$ cat src/rtl/count_timer_pkg.sv
// Shared constants, FSM encodings and helpers for the count_timer_arbiter block.
// The ARB_FIXED_PRIO_EN build option is handled in rr_arbiter and count_timer_arbiter.
package count_timer_pkg;

    localparam int unsigned NREQ_DEF  = 4;
    localparam int unsigned CNT_W_DEF = 3;
    localparam int unsigned NREQ_MAX  = 8;
    localparam int unsigned IDX_W_MAX = 3;

    localparam logic [1:0] ST_IDLE = 2'd0;
    localparam logic [1:0] ST_RUN  = 2'd1;
    localparam logic [1:0] ST_DONE = 2'd2;

    // One-hot decode sized for the largest supported requester count
    function automatic logic [NREQ_MAX-1:0] onehot(input logic [IDX_W_MAX-1:0] idx);
        return NREQ_MAX'(1) << idx;
    endfunction

endpackage

$ cat src/rtl/count_timer_arbiter_if.sv
// Requester-side bus of the shared counter timer: requests/limits in, grant/done/count/busy out.
interface count_timer_arbiter_if
    import count_timer_pkg::*;
#(
    parameter int unsigned NREQ  = NREQ_DEF,
    parameter int unsigned CNT_W = CNT_W_DEF
);

    logic [NREQ-1:0]       req;
    logic [NREQ*CNT_W-1:0] limit;
    logic [NREQ-1:0]       gnt;
    logic [NREQ-1:0]       done;
    logic [CNT_W-1:0]      count;
    logic                  busy;

    modport master (
        output req, limit,
        input  gnt, done, count, busy
    );

    modport slave (
        input  req, limit,
        output gnt, done, count, busy
    );

endinterface

$ cat src/rtl/count_timer_arbiter_rr_arbiter.sv
// Combinational winner select: round-robin from ptr_i+1, or lowest index when
// ARB_FIXED_PRIO_EN is defined (pointer input removed in that build).
module rr_arbiter
    import count_timer_pkg::*;
#(
    parameter int unsigned NREQ  = NREQ_DEF,
    parameter int unsigned IDX_W = $clog2(NREQ)
) (
    input  logic [NREQ-1:0]  req_i,
`ifndef ARB_FIXED_PRIO_EN
    input  logic [IDX_W-1:0] ptr_i,
`endif
    output logic [NREQ-1:0]  gnt_c_o,
    output logic [IDX_W-1:0] idx_c_o
);

    logic found;

`ifdef ARB_FIXED_PRIO_EN
    always_comb begin
        found   = 1'b0;
        idx_c_o = '0;
        for (int unsigned k = 0; k < NREQ; k++) begin
            if (!found && req_i[IDX_W'(k)]) begin
                found   = 1'b1;
                idx_c_o = IDX_W'(k);
            end
        end
    end
`else
    // Search starts just after the last winner and wraps, so it ends on the pointer itself
    always_comb begin
        int unsigned j;
        found   = 1'b0;
        idx_c_o = '0;
        j       = 0;
        for (int unsigned k = 1; k <= NREQ; k++) begin
            j = (32'(ptr_i) + k) % NREQ;
            if (!found && req_i[IDX_W'(j)]) begin
                found   = 1'b1;
                idx_c_o = IDX_W'(j);
            end
        end
    end
`endif

    assign gnt_c_o = found ? NREQ'(onehot(IDX_W_MAX'(idx_c_o))) : '0;

endmodule

$ cat src/rtl/count_timer_arbiter.sv
// Shares one up-counter between NREQ requesters: arbitrate, count 0..limit, pulse done.
// Build option ARB_FIXED_PRIO_EN selects fixed lowest-index priority instead of round-robin.
module count_timer_arbiter
    import count_timer_pkg::*;
#(
    parameter int unsigned NREQ  = NREQ_DEF,
    parameter int unsigned CNT_W = CNT_W_DEF
) (
    input  logic                 clk,
    input  logic                 reset_n,
    count_timer_arbiter_if.slave bus
);

    localparam int unsigned      IDX_W    = $clog2(NREQ);
    localparam logic [IDX_W-1:0] IDX_LAST = IDX_W'(NREQ - 1);

    logic [1:0]       state_q, state_d;
    logic [NREQ-1:0]  gnt_q,   gnt_d;
    logic [NREQ-1:0]  done_q,  done_d;
    logic [CNT_W-1:0] cnt_q,   cnt_d;
    logic [CNT_W-1:0] lim_q,   lim_d;
    logic             busy_q,  busy_d;
    logic [IDX_W-1:0] win_q,   win_d;

    logic [NREQ-1:0]  arb_gnt_c;
    logic [IDX_W-1:0] arb_idx_c;
    logic [CNT_W-1:0] lim_arr [NREQ];

    for (genvar g = 0; g < NREQ; g++) begin : g_lim
        assign lim_arr[g] = bus.limit[g*CNT_W +: CNT_W];
    end

    // win_q also serves as the round-robin pointer
    rr_arbiter #(
        .NREQ  (NREQ),
        .IDX_W (IDX_W)
    ) u_arb (
        .req_i   (bus.req),
`ifndef ARB_FIXED_PRIO_EN
        .ptr_i   (win_q),
`endif
        .gnt_c_o (arb_gnt_c),
        .idx_c_o (arb_idx_c)
    );

    // Next-state and registered-output logic
    always_comb begin
        state_d = state_q;
        gnt_d   = gnt_q;
        done_d  = '0;
        cnt_d   = cnt_q;
        lim_d   = lim_q;
        busy_d  = busy_q;
        win_d   = win_q;

        case (state_q)
            ST_IDLE: begin
                if (bus.req != '0) begin
                    win_d   = arb_idx_c;
                    gnt_d   = arb_gnt_c;
                    lim_d   = lim_arr[arb_idx_c];
                    cnt_d   = '0;
                    busy_d  = 1'b1;
                    state_d = ST_RUN;
                end
            end
            ST_RUN: begin
                if (!bus.req[win_q]) begin
                    gnt_d   = '0;
                    cnt_d   = '0;
                    busy_d  = 1'b0;
                    state_d = ST_IDLE;
                end else if (cnt_q == lim_q) begin
                    gnt_d   = '0;
                    busy_d  = 1'b0;
                    done_d  = gnt_q;
                    state_d = ST_DONE;
                end else begin
                    cnt_d = cnt_q + CNT_W'(1);
                end
            end
            ST_DONE: begin
                cnt_d   = '0;
                state_d = ST_IDLE;
            end
            default: begin
                gnt_d   = '0;
                cnt_d   = '0;
                busy_d  = 1'b0;
                state_d = ST_IDLE;
            end
        endcase
    end

    always_ff @(posedge clk or negedge reset_n) begin
        if (!reset_n) begin
            state_q <= ST_IDLE;
            gnt_q   <= '0;
            done_q  <= '0;
            cnt_q   <= '0;
            lim_q   <= '0;
            busy_q  <= 1'b0;
            win_q   <= IDX_LAST;
        end else begin
            state_q <= state_d;
            gnt_q   <= gnt_d;
            done_q  <= done_d;
            cnt_q   <= cnt_d;
            lim_q   <= lim_d;
            busy_q  <= busy_d;
            win_q   <= win_d;
        end
    end

    assign bus.gnt   = gnt_q;
    assign bus.done  = done_q;
    assign bus.count = cnt_q;
    assign bus.busy  = busy_q;

    // Grant integrity: never multi-hot, done only to the current owner
    assert property (@(posedge clk) disable iff (!reset_n) $onehot0(gnt_q));
    assert property (@(posedge clk) disable iff (!reset_n) (done_d & ~gnt_q) == '0);

endmodule

$ cat src/flat_wrapper.sv
// flat-port wrapper written by rule: the top's interface ports become plain ports
module count_timer_arbiter_flat import count_timer_pkg::*;
#(
    parameter int unsigned NREQ  = NREQ_DEF,
    parameter int unsigned CNT_W = CNT_W_DEF
)
  (clk, reset_n, bus_req, bus_limit, bus_gnt, bus_done, bus_count, bus_busy);
  count_timer_arbiter_if #(.NREQ(NREQ), .CNT_W(CNT_W)) bus_i ();
  input  logic clk;
  input  logic reset_n;
  input wire logic [$bits(bus_i.req)-1:0] bus_req;
  input wire logic [$bits(bus_i.limit)-1:0] bus_limit;
  output wire logic [$bits(bus_i.gnt)-1:0] bus_gnt;
  output wire logic [$bits(bus_i.done)-1:0] bus_done;
  output wire logic [$bits(bus_i.count)-1:0] bus_count;
  output wire logic [$bits(bus_i.busy)-1:0] bus_busy;
  assign bus_i.req = bus_req;
  assign bus_i.limit = bus_limit;
  assign bus_gnt = bus_i.gnt;
  assign bus_done = bus_i.done;
  assign bus_count = bus_i.count;
  assign bus_busy = bus_i.busy;
  count_timer_arbiter #(.NREQ(NREQ), .CNT_W(CNT_W)) u_core (.clk(clk), .reset_n(reset_n), .bus(bus_i));
endmodule
$ cat config.mk
export PLATFORM = sky130hd
export DESIGN_NAME = count_timer_arbiter_flat
export DESIGN_NICKNAME = d
export VERILOG_FILES = /design/src/rtl/count_timer_pkg.sv /design/src/rtl/count_timer_arbiter_if.sv /design/src/rtl/count_timer_arbiter_rr_arbiter.sv /design/src/rtl/count_timer_arbiter.sv /design/src/flat_wrapper.sv
export SDC_FILE = /design/constraint.sdc
export NUM_CORES = 1
export LEC_CHECK = 0
export CORE_ASPECT_RATIO = 0.75
export CORE_MARGIN = 4
export CORE_UTILIZATION = 30
export DETAILED_ROUTE_END_ITERATION = 7
export PLACE_DENSITY = 0.58
export SYNTH_ARGS = -nofsm -noshare
export SYNTH_HDL_FRONTEND = slang
export SYNTH_SLANG_ARGS = --single-unit
$ cat constraint.sdc
create_clock -name clk -period 2.6 [get_ports clk]
set_clock_uncertainty 0.2 [all_clocks]
set_input_delay 0.52 -clock clk [delete_from_list [all_inputs] [get_ports clk]]
set_output_delay 0.52 -clock clk [all_outputs]
set_load 0.01 [all_outputs]
==> results_dict.tcl <==
set metrics [dict create \
    status "complete, no violations" \
    grt_use_total_pct 13.3 \
    cts_num_sinks 19 \
    gp_congestion 0.787 \
    arrival_ps 2340 \
    numCtsBuffers 3 \
    num_antenna_cells 0 \
    fillCellCount 323 \
    finalSetupViolations 0 \
    final_nets 153 \
    synth_commonest_cells "dfrtp_1, nand2_1, nor2_1, nor3_1" \
    yosys_warnings 0 \
    power.density_nw_per_um2 1030 \
    synth_edf_count 0 \
    ant_nets 0 \
    max_freq_ghz 0.414 \
    vias 907 \
    h-tree-depth 1 \
    route.detailed.drc 0 \
    grt_start_max_net_pins 20 \
    async_flop_share_pct 100 \
    drive_gt1_share_pct 14.3 \
    synth_largest_area_cell "dfrtp_1" \
    vias_per_cell 5.24 \
    placed_cells 169 \
    ctsHoldBuffers 0 \
    rows 18 \
    cts_setup_buffers 0 \
    synthFlopType "dfrtp_1" \
    port_buffers 29 \
    p_leak_nw 0.601 \
    required_ps 2530 \
    pin_count 30 \
    fin_ws_ps 187 \
    cts_tree "yes" \
    synth_cells 97 \
    core-area_um2 3290 \
    dieArea_um2 4420 \
    grt_pass1_wl_mm 4.46 \
    synth_nets 116 \
    clk_pin_slew_ps 70 \
    worstHoldPathType "flip-flop to flip-flop" \
    synth.area.top_cells "dfrtp_1, dfstp_2, mux2i_1, nand2_1, nor2_1" \
    area_growth_pct 40.3 \
    slew_headroom_pct 73.7 \
    whs_ps 302 \
    avgSynthCellArea_um2 10.6 \
    dpl.hpwl_mm 2.07 \
    ir_worst_vdd_uv 403 \
    dp_slack_ps -127 \
    grt_setup_unrepaired "false" \
    synth_top_cell_area_share_pct 41.6 \
    start_util_pct 31.1 \
    fin_crit_sh_pct 92.8 \
    ys_types 41 \
    ys_seq_area_share_pct 46.7 \
    final_cell_area_um2 1440 \
    ys_seq_elements 19 \
    path_max_fanout 8 \
    max_slew.worst_pin.slew_ps 393 \
    hold_viol_final 0 \
    grt-ovfl-total 0 \
    cap_violations 0 \
    clk-insertion-delay-late_ps 260 \
    die_w_um 75.4 \
    final_cells 173 \
    die_height_um 58.6 \
    total_power_mw 1.48 \
    drtPass1Iterations 4 \
    cp-start-kind "primary input" \
    worst_setup_path_end_kind "flip-flop" \
    min_period_ps 2410 \
    synth.cell_area_um2 1020 \
    dpl_cell_area_um2 1390 \
    drt-wirelength-per-cell_um 15.2 \
    drtIter0Drc 48 \
    antenna_found_initial 0 \
    path_class "primary input to flip-flop" \
    synth_most_common_cell "dfrtp_1" \
    cts-root-buf "clkbuf_8" \
    slew_viol_final 0 \
    routed_wl_mm 2.62 \
    clk_path_buf_depth 2 \
    grt_pass1_vias 940 \
]
[cells in the final DEF (no fill, tap or decap), types with 2 or more instances in the layout]
| master | instances |
|---|---|
| o2bb2ai_1 | 2 |
| nand2b_1 | 2 |
| a21o_1 | 2 |
| a2111oi_1 | 2 |
| buf_4 | 6 |
| nor2_1 | 9 |
| mux2i_1 | 4 |
| clkdlybuf4s50_1 | 29 |
| a21oi_1 | 3 |
| nand2_1 | 10 |
| xnor2_1 | 3 |
| a211oi_1 | 3 |
| and2_1 | 4 |
| clkbuf_8 | 3 |
| nor3_1 | 5 |
| o21ai_1 | 2 |
| dfstp_2 | 2 |
| dfrtp_1 | 17 |
[state kept, by name, indices dropped and copies added, names as in the netlist]
register,cells
u_core.state_q,2
u_core.lim_q,3
u_core.bus.busy,1
u_core.bus.done,4
u_core.win_q,2
u_core.bus.count,3
u_core.bus.gnt,4
[routing by layer]
layer	GRT usage (%)	part of all wire [%]
met1	17.3	45
met2	21.3	47
met3	4.95	7.9
met4	2.24	0
met5	0	0
[critical path, cell delays in order]
cell	delay, ps
clkdlybuf4s50_1	530
o21ai_1	200
a21boi_2	110
or3_4	430
a2111oi_1	460
a211oi_1	90
[cell type report]
cell class	instances	area [um^2]	area share, %
clock inverter	1	5.00	0.348
timing repair buffer	35	335	23.3
tap	40	50.0	3.48
multi-input combinational	75	527	36.7
sequential	19	478	33.3
clock buffer	3	41.3	2.87
[power by group]
part / switching, mW / leakage (nW) / internal (mW)
Clock: 0.103 / 0.0255 / 0.107
Combinational: 0.348 / 0.335 / 0.384
Sequential: 0.121 / 0.240 / 0.414
Total: 0.573 / 0.601 / 0.905
[cells by family after synthesis]
logic type | synth area share (%)
muxes | 6.11
adders and majority gates | 1.22
and+or+nand+nor | 22.1
AOI/OAI and AO/OA | 18.9
buffers and inverters | 2.32
xor gates and xnor gates | 2.57
DFF | 46.7
[path summary, 6_finish.rpt]
path                       slack (ps)                   to  cells after the start            start
max                               190      u_core.lim_q[2]                      6       bus_req[1]
min                               300      u_core.bus.busy                      1  u_core.bus.busy
max reg2reg                       500      u_core.lim_q[2]                      5  u_core.win_q[0]
min reg2reg                       300      u_core.bus.busy                      1  u_core.bus.busy
max in group asynchronous        1550      u_core.win_q[1]                      2          reset_n
min in group asynchronous         380  u_core.bus.count[1]                      2          reset_n
[what timing repair did]
action | 4_1_cts | 5_1_grt
endpoints found under the hold margin | 0 | 0
endpoints found under the setup margin | 0 | 1
resized for setup | 0 | 1
[metrics by stage]
step / TNS, ps / utilization (%)
final: 0 / 43.7
after global routing: 0 / 43.7
after CTS: 0 / 43.5
after detailed placement: -275 / 42.1
after global placement: 0 / 42.1
after floorplan: 0 / -
No activity file was read; power rests on OpenSTA's default activity.
